===== src/rtl/uart_pkg.sv =====
// Shared types and constants for the UART receive/transmit paths.
package uart_pkg;

  typedef enum logic [2:0] {
    ST_IDLE   = 3'd0,
    ST_START  = 3'd1,
    ST_DATA   = 3'd2,
    ST_PARITY = 3'd3,
    ST_STOP   = 3'd4,
    ST_BREAK  = 3'd5
  } rx_state_t;

  typedef enum logic [1:0] {
    PAR_NONE  = 2'd0,
    PAR_ODD   = 2'd1,
    PAR_EVEN  = 2'd2,
    PAR_NONE3 = 2'd3
  } parity_t;

  localparam int OVS_DEFAULT = 16;

  // Data-bits request is clamped into [DATA_BITS_MIN, DATA_W].
  localparam logic [3:0] DATA_BITS_MIN = 4'd5;
  localparam logic [3:0] DATA_BITS_MAX = 4'd9;

  // stop_bits codes at or above this value select two stop bits.
  localparam logic [1:0] STOP_TWO_CODE = 2'd2;

  function automatic logic [3:0] clamp_data_bits(input logic [3:0] req,
                                                 input logic [3:0] max_bits);
    logic [3:0] r;
    r = req;
    if (req < DATA_BITS_MIN)  r = DATA_BITS_MIN;
    else if (req > max_bits)  r = max_bits;
    return r;
  endfunction

endpackage


===== src/rtl/uart_baud_nco.sv =====
// Fractional baud tick generator: emits OVS ticks per bit period from
// the clk_freq/uart_baud pair. Free-running, shared with the transmitter.
module uart_baud_nco #(
  parameter int CLK_W  = 26,
  parameter int BAUD_W = 20,
  parameter int OVS    = 16
) (
  input  logic              clk,
  input  logic              rst_n,
  input  logic [CLK_W-1:0]  clk_freq,
  input  logic [BAUD_W-1:0] uart_baud,
  output logic              tick
);

  localparam int OVS_LG = $clog2(OVS);
  // One headroom bit above the larger operand so acc+inc never wraps.
  localparam int AW = ((CLK_W > BAUD_W + OVS_LG) ? CLK_W : BAUD_W + OVS_LG) + 1;

  logic [AW-1:0] acc_q, acc_d;
  logic [AW-1:0] inc, freq, sum;

  // Phase accumulate; saturate to a tick every cycle when the rate is unreachable.
  always_comb begin
    inc   = AW'(uart_baud) << OVS_LG;
    freq  = AW'(clk_freq);
    sum   = acc_q + inc;
    tick  = 1'b0;
    acc_d = sum;
    if ((freq == '0) || (inc >= freq)) begin
      tick  = 1'b1;
      acc_d = '0;
    end else if (sum >= freq) begin
      tick  = 1'b1;
      acc_d = sum - freq;
    end
  end

  // Accumulator register.
  always_ff @(posedge clk or negedge rst_n) begin
    if (!rst_n) acc_q <= '0;
    else        acc_q <= acc_d;
  end

endmodule


===== src/rtl/uart_rx_cfg.sv =====
// Runtime-configurable UART receiver: 16x oversampling with 3-sample
// majority vote, optional parity, 1/2 stop bits, parity/framing/break flags.
module uart_rx_cfg
  import uart_pkg::*;
#(
  parameter int DATA_W = 8,
  parameter int CLK_W  = 26,
  parameter int BAUD_W = 20,
  parameter int OVS    = OVS_DEFAULT
) (
  input  logic              clk,
  input  logic              rst_n,
  input  logic              rx_serial,
  input  logic [3:0]        data_bits_rx,
  input  logic [1:0]        stop_bits_rx,
  input  logic [1:0]        parity_mode_rx,
  input  logic [CLK_W-1:0]  clk_freq,
  input  logic [BAUD_W-1:0] uart_baud,
  output logic [DATA_W-1:0] rx_parallel,
  output logic              rx_data_valid,
  output logic              rx_parity_err,
  output logic              rx_frame_err,
  output logic              rx_break,
  output logic              rx_busy
);

  localparam int OW = $clog2(OVS);
  localparam logic [OW-1:0] OS_S0  = OW'(OVS/2 - 1);
  localparam logic [OW-1:0] OS_S1  = OW'(OVS/2);
  localparam logic [OW-1:0] OS_DEC = OW'(OVS/2 + 1);
  localparam logic [OW-1:0] OS_END = OW'(OVS - 1);

  logic tick;

  uart_baud_nco #(.CLK_W(CLK_W), .BAUD_W(BAUD_W), .OVS(OVS)) u_nco (
    .clk       (clk),
    .rst_n     (rst_n),
    .clk_freq  (clk_freq),
    .uart_baud (uart_baud),
    .tick      (tick)
  );

  // [0],[1] form the synchroniser; [2] is the previous synchronised value for edge detect.
  logic [2:0] sync_q;
  logic       rx_s, fall;

  // Synchroniser chain, idle-high reset.
  always_ff @(posedge clk or negedge rst_n) begin
    if (!rst_n) sync_q <= 3'b111;
    else        sync_q <= {sync_q[1:0], rx_serial};
  end

  assign rx_s = sync_q[1];
  assign fall = sync_q[2] & ~sync_q[1];

  rx_state_t         state_q, state_d;
  logic [OW-1:0]     os_q, os_d;
  logic [1:0]        smp_q, smp_d;
  logic [3:0]        nbits_q, nbits_d;
  logic              two_stop_q, two_stop_d;
  parity_t           par_q, par_d;
  logic [3:0]        bcnt_q, bcnt_d;
  logic              scnt_q, scnt_d;
  logic [DATA_W-1:0] sh_q, sh_d;
  logic              xor_q, xor_d;
  logic              zero_q, zero_d;   // every frame bit so far was 0
  logic              perr_q, perr_d;
  logic              ferr_q, ferr_d;
  logic [DATA_W-1:0] data_q, data_d;
  logic              operr_q, operr_d;
  logic              oferr_q, oferr_d;
  logic              valid_q, valid_d;
  logic              brk_q, brk_d;

  logic maj, dec, eob, par_en, exp_par, ferr_n, zero_n;

  // Majority of the two stored mid-bit samples and the current one.
  assign maj    = (smp_q[0] & smp_q[1]) | (smp_q[0] & rx_s) | (smp_q[1] & rx_s);
  assign dec    = tick && (os_q == OS_DEC);
  assign eob    = tick && (os_q == OS_END);
  assign par_en = (par_q == PAR_ODD) || (par_q == PAR_EVEN);

  // Receive FSM next-state and datapath.
  always_comb begin
    state_d    = state_q;
    os_d       = os_q;
    smp_d      = smp_q;
    nbits_d    = nbits_q;
    two_stop_d = two_stop_q;
    par_d      = par_q;
    bcnt_d     = bcnt_q;
    scnt_d     = scnt_q;
    sh_d       = sh_q;
    xor_d      = xor_q;
    zero_d     = zero_q;
    perr_d     = perr_q;
    ferr_d     = ferr_q;
    data_d     = data_q;
    operr_d    = operr_q;
    oferr_d    = oferr_q;
    valid_d    = 1'b0;
    brk_d      = 1'b0;
    exp_par    = (par_q == PAR_EVEN) ? xor_q : ~xor_q;
    ferr_n     = ferr_q | ~maj;
    zero_n     = zero_q & ~maj;

    if ((state_q != ST_IDLE) && tick) begin
      os_d = os_q + 1'b1;
      if (os_q == OS_S0) smp_d[0] = rx_s;
      if (os_q == OS_S1) smp_d[1] = rx_s;
    end

    case (state_q)
      ST_IDLE: begin
        if (fall) begin
          nbits_d    = clamp_data_bits(data_bits_rx, 4'(DATA_W));
          two_stop_d = (stop_bits_rx >= STOP_TWO_CODE);
          par_d      = parity_t'(parity_mode_rx);
          os_d       = '0;
          sh_d       = '0;
          bcnt_d     = '0;
          scnt_d     = 1'b0;
          xor_d      = 1'b0;
          zero_d     = 1'b1;
          perr_d     = 1'b0;
          ferr_d     = 1'b0;
          state_d    = ST_START;
        end
      end
      ST_START: begin
        if (dec && maj)  state_d = ST_IDLE;
        else if (eob)    state_d = ST_DATA;
      end
      ST_DATA: begin
        if (dec) begin
          for (int i = 0; i < DATA_W; i++)
            if (bcnt_q == 4'(i)) sh_d[i] = maj;
          xor_d  = xor_q ^ maj;
          zero_d = zero_n;
        end
        if (eob) begin
          if (bcnt_q == nbits_q - 4'd1) state_d = par_en ? ST_PARITY : ST_STOP;
          else                          bcnt_d  = bcnt_q + 4'd1;
        end
      end
      ST_PARITY: begin
        if (dec) begin
          perr_d = (maj != exp_par);
          zero_d = zero_n;
        end
        if (eob) state_d = ST_STOP;
      end
      ST_STOP: begin
        if (dec) begin
          if (scnt_q == two_stop_q) begin
            // Last stop decision: leave mid-bit so the next start edge is caught.
            if (zero_n) begin
              brk_d   = 1'b1;
              state_d = ST_BREAK;
            end else begin
              valid_d = 1'b1;
              data_d  = sh_q;
              operr_d = perr_q;
              oferr_d = ferr_n;
              state_d = ST_IDLE;
            end
          end else begin
            ferr_d = ferr_n;
            zero_d = zero_n;
          end
        end
        if (eob) scnt_d = 1'b1;
      end
      ST_BREAK: begin
        if (rx_s) state_d = ST_IDLE;
      end
      default: state_d = ST_IDLE;
    endcase
  end

  // FSM and datapath registers.
  always_ff @(posedge clk or negedge rst_n) begin
    if (!rst_n) begin
      state_q    <= ST_IDLE;
      os_q       <= '0;
      smp_q      <= 2'b11;
      nbits_q    <= 4'(DATA_W);
      two_stop_q <= 1'b0;
      par_q      <= PAR_NONE;
      bcnt_q     <= '0;
      scnt_q     <= 1'b0;
      sh_q       <= '0;
      xor_q      <= 1'b0;
      zero_q     <= 1'b0;
      perr_q     <= 1'b0;
      ferr_q     <= 1'b0;
      data_q     <= '0;
      operr_q    <= 1'b0;
      oferr_q    <= 1'b0;
      valid_q    <= 1'b0;
      brk_q      <= 1'b0;
    end else begin
      state_q    <= state_d;
      os_q       <= os_d;
      smp_q      <= smp_d;
      nbits_q    <= nbits_d;
      two_stop_q <= two_stop_d;
      par_q      <= par_d;
      bcnt_q     <= bcnt_d;
      scnt_q     <= scnt_d;
      sh_q       <= sh_d;
      xor_q      <= xor_d;
      zero_q     <= zero_d;
      perr_q     <= perr_d;
      ferr_q     <= ferr_d;
      data_q     <= data_d;
      operr_q    <= operr_d;
      oferr_q    <= oferr_d;
      valid_q    <= valid_d;
      brk_q      <= brk_d;
    end
  end

  assign rx_parallel   = data_q;
  assign rx_parity_err = operr_q;
  assign rx_frame_err  = oferr_q;
  assign rx_data_valid = valid_q;
  assign rx_break      = brk_q;
  assign rx_busy       = (state_q != ST_IDLE);

endmodule

===== config.mk =====
export PLATFORM = sky130hd
export DESIGN_NAME = uart_rx_cfg
export DESIGN_NICKNAME = d
export VERILOG_FILES = /design/src/rtl/uart_pkg.sv /design/src/rtl/uart_baud_nco.sv /design/src/rtl/uart_rx_cfg.sv
export SDC_FILE = /design/constraint.sdc
export NUM_CORES = 1
export LEC_CHECK = 0
export BUFFER_PORTS_ARGS = -buffer_cell sky130_fd_sc_hd__buf_2
export CORE_ASPECT_RATIO = 1.25
export CORE_UTILIZATION = 30
export DETAILED_ROUTE_END_ITERATION = 6
export PLACE_DENSITY = 0.47
export SLEW_MARGIN = 20
export SYNTH_ARGS = -nofsm -noshare
export SYNTH_HDL_FRONTEND = slang
export SYNTH_SLANG_ARGS = --single-unit

===== constraint.sdc =====
create_clock -name clk -period 9.1 [get_ports clk]
set_clock_uncertainty 0.15 [all_clocks]
set_input_delay 0.455 -clock clk [delete_from_list [all_inputs] [get_ports clk]]
set_output_delay 0.455 -clock clk [all_outputs]
set_load 0.1 [all_outputs]

Yosys cells after proc, flatten, opt, wreduce, memory -nomap -nowiden --
Cells that the tools add are included.
Storage, ports and cells: flip-flop bits (word level) 75, input bits 57, output and inout bits 13, word-level logic and storage cells 188
Cells by class: add/subtract/negate cells 5, magnitude comparators 5, eq/ne operators 43, mux-type cells 60, bitwise gates (word level) 13, reductions and logical operators 34
Operators with widths (count):
- 2-to-1 mux 27 bit | 2
- AND reduction 4 bit | 11
- != test 2 bit, second input constant | 20
- 2-to-1 mux 3 bit | 11
- 2-to-1 mux 4 bit | 8
- 2-to-1 mux 1 bit | 29
- adder 27 x 24 -> 27 bit | 1
- >= comparator 27 x 26 -> 1 bit | 1
- subtractor 27 x 26 -> 27 bit | 1
- >= comparator 24 x 26 -> 1 bit | 1
- zero test 26 bit | 1
- equality test 4 x 3 -> 1 bit, second input constant | 5
- case mux 3 bit (6 select lines) | 1
- 2-to-1 mux 8 bit | 2
- case mux 8 bit (2 select lines) | 1
- equality test 4 bit, second input constant | 3
- AND reduction 3 bit | 3
- adder 4 x 1 -> 4 bit, second input constant | 2
- equality test 4 x 2 -> 1 bit, second input constant | 2
- case mux 1 bit (2 select lines) | 4
- case mux 4 bit (2 select lines) | 1
- AND reduction 8 bit | 1
- equality test 3 x 2 -> 1 bit, second input constant | 2
- equality test 3 bit, second input constant | 2
- 27 further kinds | 45

Longest topological paths before layout --
Gate-level depths: netlist of the first run.
depth in word-level cells 9, depth in mapped cells 23, depth with buffers taken out 21

Hierarchy --
Synthesis of the first run repeated with hierarchy kept, for this count alone.
Second synthesis, totals: cells, all modules 761, area, all modules 6593.8 um^2
By module, submodules not included:
- uart_baud_nco | instances 1, cells each 525, area an instance 4100.2 um^2, sequential area each 675.6 um^2
- uart_rx_cfg | instances 1, cells each 236, area an instance 2493.6 um^2, sequential area each 1208.7 um^2

Worst setup path before layout of the first run --
OpenSTA, ideal clock, no wires.
path type input to register, from input port uart_baud[0], to register state_q[0], data arrival time 4.319 ns, required time 8.822 ns, setup slack 4.503 ns, cell stages on the path 23, buffers on the path 2, cell sequence ha_1 > inv_1 > fa_1 > nor2b_1 > o31a_1 > o311ai_4 > a21oi_1 > o21ai_0 > nand2b_1 > a211oi_1 > nor2_1 > ha_1 > clkbuf_1 > a21o_1 > a21o_1 > a21oi_1 > a31o_2 > o41a_2 > and2_1 > buf_6 > a21oi_2 > o311ai_2 > mux2_1
Between the ends: longest elaborated chain between the ends 8, elaborated cells between the ends (all ways) 16
Ends and longest elaborated chain:
- start: declaration | line uart_rx_cfg.sv:18 | input logic [BAUD_W-1:0] uart_baud,
- adder 27 x 24 -> 27 bit | line uart_baud_nco.sv:26 | sum = acc_q + inc;
- >= comparator 27 x 26 -> 1 bit | line uart_baud_nco.sv:32 | end else if (sum >= freq) begin
- 2-to-1 mux 1 bit | line uart_baud_nco.sv:32
- 2-to-1 mux 1 bit (*) | line uart_baud_nco.sv:29 | if ((freq == '0) || (inc >= freq)) begin
- logical AND 1 bit | line uart_rx_cfg.sv:79 | assign dec = tick && (os_q == OS_DEC);
- logical AND 1 bit | line uart_rx_cfg.sv:131 | if (dec && maj) state_d = ST_IDLE;
- != test 3 bit (no line) / 2-to-1 mux 3 bit (equally long branches)
- AND reduction 8 bit (no line) / case mux 3 bit (6 select lines) (equally long branches)
- end signal: assignment | line uart_rx_cfg.sv:203 | state_q <= state_d;
- end: declaration | line uart_rx_cfg.sv:56 | rx_state_t state_q, state_d;
Every way passes the cells marked *; elsewhere a longest branch is shown, timed or not. A chain may end at the register's enable or synchronous reset.

Worst setup path after layout of the first run --
from register u_nco.acc_q[5], to register state_q[0]
Between the ends: longest elaborated chain between the ends 8, elaborated cells between the ends (all ways) 14
Ends and longest elaborated chain:
- start: declaration | line uart_baud_nco.sv:19 | logic [AW-1:0] acc_q, acc_d;
- start signal: assignment | line uart_baud_nco.sv:40 | if (!rst_n) acc_q <= '0;
- start signal: assignment | line uart_baud_nco.sv:41 | else acc_q <= acc_d;
- adder 27 x 24 -> 27 bit (*) | line uart_baud_nco.sv:26
- >= comparator 27 x 26 -> 1 bit (*) | line uart_baud_nco.sv:32
- 2-to-1 mux 1 bit (*) | line uart_baud_nco.sv:32
- 2-to-1 mux 1 bit (*) | line uart_baud_nco.sv:29
- logical AND 1 bit | line uart_rx_cfg.sv:79
- logical AND 1 bit | line uart_rx_cfg.sv:131
- != test 3 bit (no line) / 2-to-1 mux 3 bit (equally long branches)
- AND reduction 8 bit (no line) / case mux 3 bit (6 select lines) (equally long branches)
Marks and branches as above.

==> flow_summary.yaml, run 1 <==
global_routing:
  grt_pass1_vias: 5586
  track_usage_pct: 16.9
  overflow: 0
  grt_pass1_wl_um: 29000
  antenna_found_initial: 0
  grt_max_degree: 54
setup_path:
  critPathRequiredTime_ns: 9.18
  reg2reg_from: "u_nco.acc_q[5]"
  start_kind: "register"
  path_max_fanout: 17
  cp_slowest_cell: "and2_1"
  cp_top_family: "compound AO/OA/AOI/OAI gates"
  crit_buf_inv: 1
  critPathCaptureType: "register"
  worstRegToRegCells: 20
  arrival_ns: 5.56
  path_cells: "ha_1 > a21o_1 > a21oi_1 > o21ai_0 > nand3_1 > nand2_1 > a31oi_1 > o21bai_1 > a41oi_1 > xor2_1 > inv_1 > ha_1 > nand3_1 > nor3_1 > nand4_1 > nor4b_4 > and2_1 > a21oi_2 > o311ai_2 > mux2_1"
  criticalPathCategory: "reg2reg"
  cp_slowest_stage_delay_ns: 0.74
  rrSetupSlack_ns: 3.62
  r2r_end: "state_q[0]"
timing:
  period_needed_ns: 5.48
  setup_slack_ns: 3.62
  setup_viol: 0
  hold_viol: 0
  fmax_mhz: 183
  relSlewSlack_pct: 42.8
  slew_viol_final: 0
  finalSetupTns_ns: 0
  rsz0062_at_grt: "false"
  worst_slew_pin_slew_ns: 0.857
  period_share_pct: 60.2
cells_and_area:
  diodes: 0
  drive_above_1_share_pct: 15.5
  final_nets: 950
  area_growth_syn_to_layout_pct: 14.6
yosys:
  mappedNetlistNets: 883
  synth-seq-cells: 75
  syn_avg_cell_area_sq_um: 8.59
  synth_top_area_share_pct: 26.8
  yosysTopAreaCell: "dfrtp_1"
  ys_top_cells_by_area: "dfrtp_1 27%, ha_1 15%, nand2_1 5.0%"
  ys_types: 74
  ys.flop_type: "dfrtp_1"
  seq_area_frac_synth_pct: 29.3
  synthCells: 749
  syn_area_sq_um: 6440
  async_reset_ff_share_pct: 100
  synth_edf_count: 0
  yosysWarnings: 0
status:
  outcome: "finished clean"
route:
  postRouteAntennaNets: 0
  wl_per_cell_um: 16.4
  drt_iter0_markers: 252
  drc: 0
  dr.pass1.iters: 5
  vias: 5555
  viasPerCell: 5.07
  route.final.wire_length_um: 18000
hold_path:
  min-delay-start: "rx_serial"
  hold_path.class: "in2reg"
  whs_endpoint: "sync_q[0]"
  hold_depth: 1
place:
  port_buffers: 68
  hpwl_um: 14000
  dp_worst_setup_slack_ns: 3.34
  place.gp.congestion: 0.794
clock_network:
  cts_post_setup_buffers_inserted: 0
  cts_buffer_depth: 2
  root_buffer: "clkbuf_16"
  tritoncts: "yes"
  clock-sinks: 75
  clock_latency_ns: 0.34
  cts_made_buffers: 9
  cts.reportedPaths.clkPinSlew_ns: 0.07
  h-tree-depth: 3
floorplan:
  dieWidth_um: 133
  die_h_um: 166
  core-area_sq_um: 21000
  ios: 70
  start_util_pct: 30.7
  dieArea_sq_um: 22100
  rows: 59
power_and_ir_drop:
  power.switching_mw: 1.55
  swShare_pct: 49.5
  p_leak_nw: 3.44
  intPower_mw: 1.58
  pwr-share-comb_pct: 71.1
  p_seq_share_pct: 17.6
  power_frac_clock_pct: 11.3
  worst_ir_drop_vdd_mv: 0.151
  p_per_area_nw_per_um2: 425
job:
  drv_cap: 0
-- flip-flops by register name (all words and copies together), names as in the netlist, 2 cells and up --
signal	cells
state_q	3
sh_q	8
par_q	2
sync_q	3
os_q	4
nbits_q	4
smp_q	2
u_nco.acc_q	27
bcnt_q	4
rx_parallel	8
-- routing by layer --
layer	vias to the layer above	wire length, um	global-route usage, %
li1	2839	-	-
met1	2614	7970	20.6
met2	87	9150	30.3
met3	15	509	2.08
met4	0	323	5.80
met5	-	0	0
-- cell usage after synthesis (all sizes together) (4+ instances only) --
cell type	n
a211oi	12
a21o	21
a21oi	59
a31oi	8
and3	5
buf	7
clkbuf	11
dfrtp	69
dfstp	6
ha	75
inv	50
mux2	13
mux2i	16
nand2	85
nand2b	10
nand3	21
nand3b	4
nand4	9
nor2	67
nor2b	7
nor3	8
nor4	11
nor4b	5
o211ai	6
o21a	9
o21ai	44
o21bai	8
o311ai	4
o31a	4
xnor2	34
xor2	12
-- cell families after synthesis --
logic type	after synthesis	share of synthesized area, %
xor gates and xnor gates	46	6.26
and+or+nand+nor	245	18.6
buffers and inverters	68	4.16
DFF	75	29.3
AOI/OAI and AO/OA	209	21.8
adders and majority gates	77	15.2
muxes	29	4.76
-- worst register-to-register path: stages (launching register included) --
cell and delay, ns:
dfrtp_1 0.38, ha_1 0.27, a21o_1 0.16, a21oi_1 0.28, o21ai_0 0.24, nand3_1 0.18, nand2_1 0.12, a31oi_1 0.30
o21bai_1 0.17, a41oi_1 0.35, xor2_1 0.23, inv_1 0.06, ha_1 0.32, nand3_1 0.10, nor3_1 0.05, nand4_1 0.09
nor4b_4 0.40, and2_1 0.74, a21oi_2 0.16, o311ai_2 0.25, mux2_1 0.34
-- cells in the final DEF, fill, tap and decap left out, drive strengths merged, types with 9 or more instances in the layout --
cell    instances
a211oi         12
a21o           21
a21oi          59
buf            73
clkbuf          9
dfrtp          69
ha             75
inv            54
mux2           13
mux2i          16
nand2          85
nand2b         10
nand3          21
nand4           9
nor2           67
nor4           11
o21a            9
o21ai          44
xnor2          34
xor2           12
-- metrics by stage --
step	power [mW]	hold WS, ns	utilization [%]	std cells	instance area, sq um
after floorplan	2.33	0.00941	-	749	6440
after CTS	3.16	0.0465	35.2	1095	7380
after detailed placement	2.79	0.197	33.8	1078	7090
after global placement	2.79	0.200	33.8	1078	7090
after global routing	3.46	0.0492	35.2	1095	7380
final	3.13	0.0634	35.2	1095	7380
-- area by class of cell --
type                    instances  area [sq um]
fillers                      2246         13600
multi-input cells             606          4290
flip-flops and latches         75          1880
well taps                     274           343
clock inverters                 7          58.8
inverters                      50           188
clock buffers                   9           225
repair buffers                 74           390
-- power by group through the flow --
stage	logic, mW	clock network, mW	registers [mW]
finish	2.23	0.354	0.551
global route	2.52	0.378	0.568
CTS	2.24	0.367	0.551
detailed placement	2.23	0	0.557
global placement	2.23	0	0.557
floorplan	1.80	0	0.530
-- repair_timing --
item	4_1_cts	5_1_grt
endpoints found under the setup margin	0	0
resized for setup	0	0
hold buffers	1	0
endpoints found under the hold margin	20	0
-- worst max path at each step --
stage | end | start | slack (ns) | depth (start not counted)
finish | state_q[0] | u_nco.acc_q[5] | 3.62 | 20
global route | state_q[0] | u_nco.acc_q[4] | 3.21 | 21
CTS | state_q[0] | u_nco.acc_q[5] | 3.54 | 20
detailed placement | state_q[0] | uart_baud[1] | 3.34 | 21
global placement | state_q[0] | uart_baud[1] | 3.34 | 21
floorplan | state_q[0] | uart_baud[0] | 4.50 | 23
Power figures use the tool's default switching activity.
==> inputs of run 2 (changes only) <==
==> constraint.sdc (replaced) <==
create_clock -name clk -period 5.4 [get_ports clk]
set_clock_uncertainty 0.15 [all_clocks]
set_input_delay 0.27 -clock clk [delete_from_list [all_inputs] [get_ports clk]]
set_output_delay 0.27 -clock clk [all_outputs]
set_load 0.1 [all_outputs]
==> run 2 against run 1 <==
Global-route usage rose by 0.096 points. Sequential power grew 68%. Non-clock buffer count increased by 8. Worst hold slack improved by 0.066 ns. Final area grew 1.3%. Setup slack got worse by 3.2 ns. Core utilization increased by 0.47 points. Combinational power increased by 71%. Register-to-register slack lost 3.2 ns. Highest routed layer unchanged.
==> flow_summary.yaml, run 2 (synthesized netlist as in run 1, its figures left out) <==
setup_path:
  arrival_ns: 5.10
  crit_buf_inv: 2
  cp_top_family: "compound AO/OA/AOI/OAI gates"
  startpoint: "u_nco.acc_q[4]"
  rrSetupSlack_ns: 0.43
  path_max_fanout: 15
  critPathRequiredTime_ns: 5.53
  reg2reg_from: "u_nco.acc_q[4]"
  cp_slowest_cell: "o41a_2"
  criticalPathCategory: "reg2reg"
  cp_slowest_stage_delay_ns: 0.52
  start_kind: "register"
  path_cells: "ha_1 > inv_1 > fa_1 > nor2b_1 > o31a_1 > o311ai_4 > a21oi_1 > o21ai_0 > nand2b_1 > a211oi_1 > nor2_1 > ha_1 > and3_1 > nand2_1 > o41a_2 > nand2_1 > nor2_2 > buf_4 > or4_1 > a21oi_1"
  critPathCaptureType: "register"
power_and_ir_drop:
  p_per_area_nw_per_um2: 721
  worst_ir_drop_vdd_mv: 0.226
  p_leak_nw: 3.49
cells_and_area:
  final_util_pct: 35.7
  area_growth_syn_to_layout_pct: 16.2
  final_common_cell: "nand2_1"
  drive_above_1_share_pct: 15.7
  diodes: 0
  regMostFlops: "u_nco.acc_q"
  largest_reg_flops: 27
  final_cell_mix: "85 x nand2_1, 75 x ha_1, 69 x dfrtp_1"
  final_nets: 958
route:
  dr.pass1.iters: 4
  drc: 0
  route.final.wire_length_um: 17900
  postRouteAntennaNets: 0
  drt_iter0_markers: 129
  wl_per_cell_um: 16.2
  viasPerCell: 4.99
  vias: 5509
global_routing:
  antenna_found_initial: 0
  overflow: 0
  track_usage_pct: 17.0
  grt_max_degree: 56
  grt_pass1_wl_um: 29200
  grt_pass1_vias: 5635
timing:
  rsz0062_at_grt: "false"
  period_share_pct: 92.1
  fmax_mhz: 201
  period_needed_ns: 4.97
  worst_slew_pin_slew_ns: 0.917
  relSlewSlack_pct: 38.7
  finalSetupTns_ns: 0
  slew_viol_final: 0
  setup_viol: 0
  worst_hold_slack_ns: 0.129
  hold_viol: 0
  setup_slack_ns: 0.429
hold_path:
  hold_path.class: "in2reg"
  min-delay-start: "data_bits_rx[2]"
floorplan:
  dieArea_sq_um: 22100
  start_util_pct: 30.7
  die_h_um: 166
  ios: 70
  rows: 59
  dieWidth_um: 133
  core-area_sq_um: 21000
clock_network:
  tritoncts: "yes"
  h-tree-depth: 3
  root_buffer: "clkbuf_16"
  post_cts_resized: 0
  clock-sinks: 75
  cts_buffer_depth: 2
  cts_made_buffers: 9
  hold_buffers: 6
  cts_post_setup_buffers_inserted: 0
  cts.reportedPaths.clkPinSlew_ns: 0.07
  clock_latency_ns: 0.36
place:
  port_buffers: 68
  dp_worst_setup_slack_ns: 0.347
  place.gp.congestion: 0.814
  hpwl_um: 14000
job:
  drv_cap: 0
status:
  outcome: "finished clean"
==> run 2: cell types whose count changed in the layout (fill, tap and decap cells not counted) <==
| cell | before | now |
|---|---|---|
| bufinv_16 | 0 | 1 |
| dlygate4sd3_1 | 1 | 6 |
| inv_6 | 4 | 3 |
| clkinvlp_4 | 2 | 1 |
| inv_8 | 0 | 1 |
| buf_4 | 6 | 9 |
==> run 2: layout make-up <==
cell class | count | area, sq um
fill | 2224 | 13500
multi-input combinational | 606 | 4290
sequential | 75 | 1880
timing repair buffer | 82 | 463
tap | 274 | 343
clock buffer | 9 | 225
inverter | 50 | 188
clock inverter | 7 | 83.8
==> run 2: report_power, final <==
| part | leakage, nW | internal [mW] | switching, mW |
|---|---|---|---|
| Clock | 0.149 | 0.367 | 0.285 |
| Combinational | 2.40 | 1.60 | 2.21 |
| Sequential | 0.944 | 0.792 | 0.134 |
==> run 2: final timing paths <==
path,to,cells past startpoint
worst max-delay path,xor_q,20
worst min-delay path,nbits_q[1],4
worst max register to register,xor_q,20
worst min register to register,sync_q[1],0
max in group asynchronous,sh_q[7],3
min in group asynchronous,u_nco.acc_q[5],2
==> run 2: metrics by stage <==
step	area, sq um	total power [mW]	instances
finish	7480	5.39	1103
detailed placement	7110	4.76	1081
CTS	7480	5.45	1103
global route	7480	5.95	1103
global placement	7110	4.76	1081
floorplan	6440	3.92	749
==> run 2: worst reg2reg max path, cell delays in order (launching register included) <==
cell and delay [ns]:
dfrtp_1 0.37, ha_1 0.19, inv_1 0.07, fa_1 0.23, nor2b_1 0.07, o31a_1 0.30, o311ai_4 0.32, a21oi_1 0.15
o21ai_0 0.25, nand2b_1 0.09, a211oi_1 0.24, nor2_1 0.09, ha_1 0.42, and3_1 0.28, nand2_1 0.09, o41a_2 0.52
nand2_1 0.12, nor2_2 0.05, buf_4 0.21, or4_1 0.52, a21oi_1 0.15
==> run 2: routing by layer <==
| metal | vias up | part of all wire [%] | GRT usage, % |
|---|---|---|---|
| li1 | 2873 | - | - |
| met1 | 2564 | 46 | 20.4 |
| met2 | 58 | 51 | 30.8 |
| met3 | 14 | 1.5 | 1.56 |
| met4 | 0 | 1.9 | 6.75 |
| met5 | - | 0 | 0 |
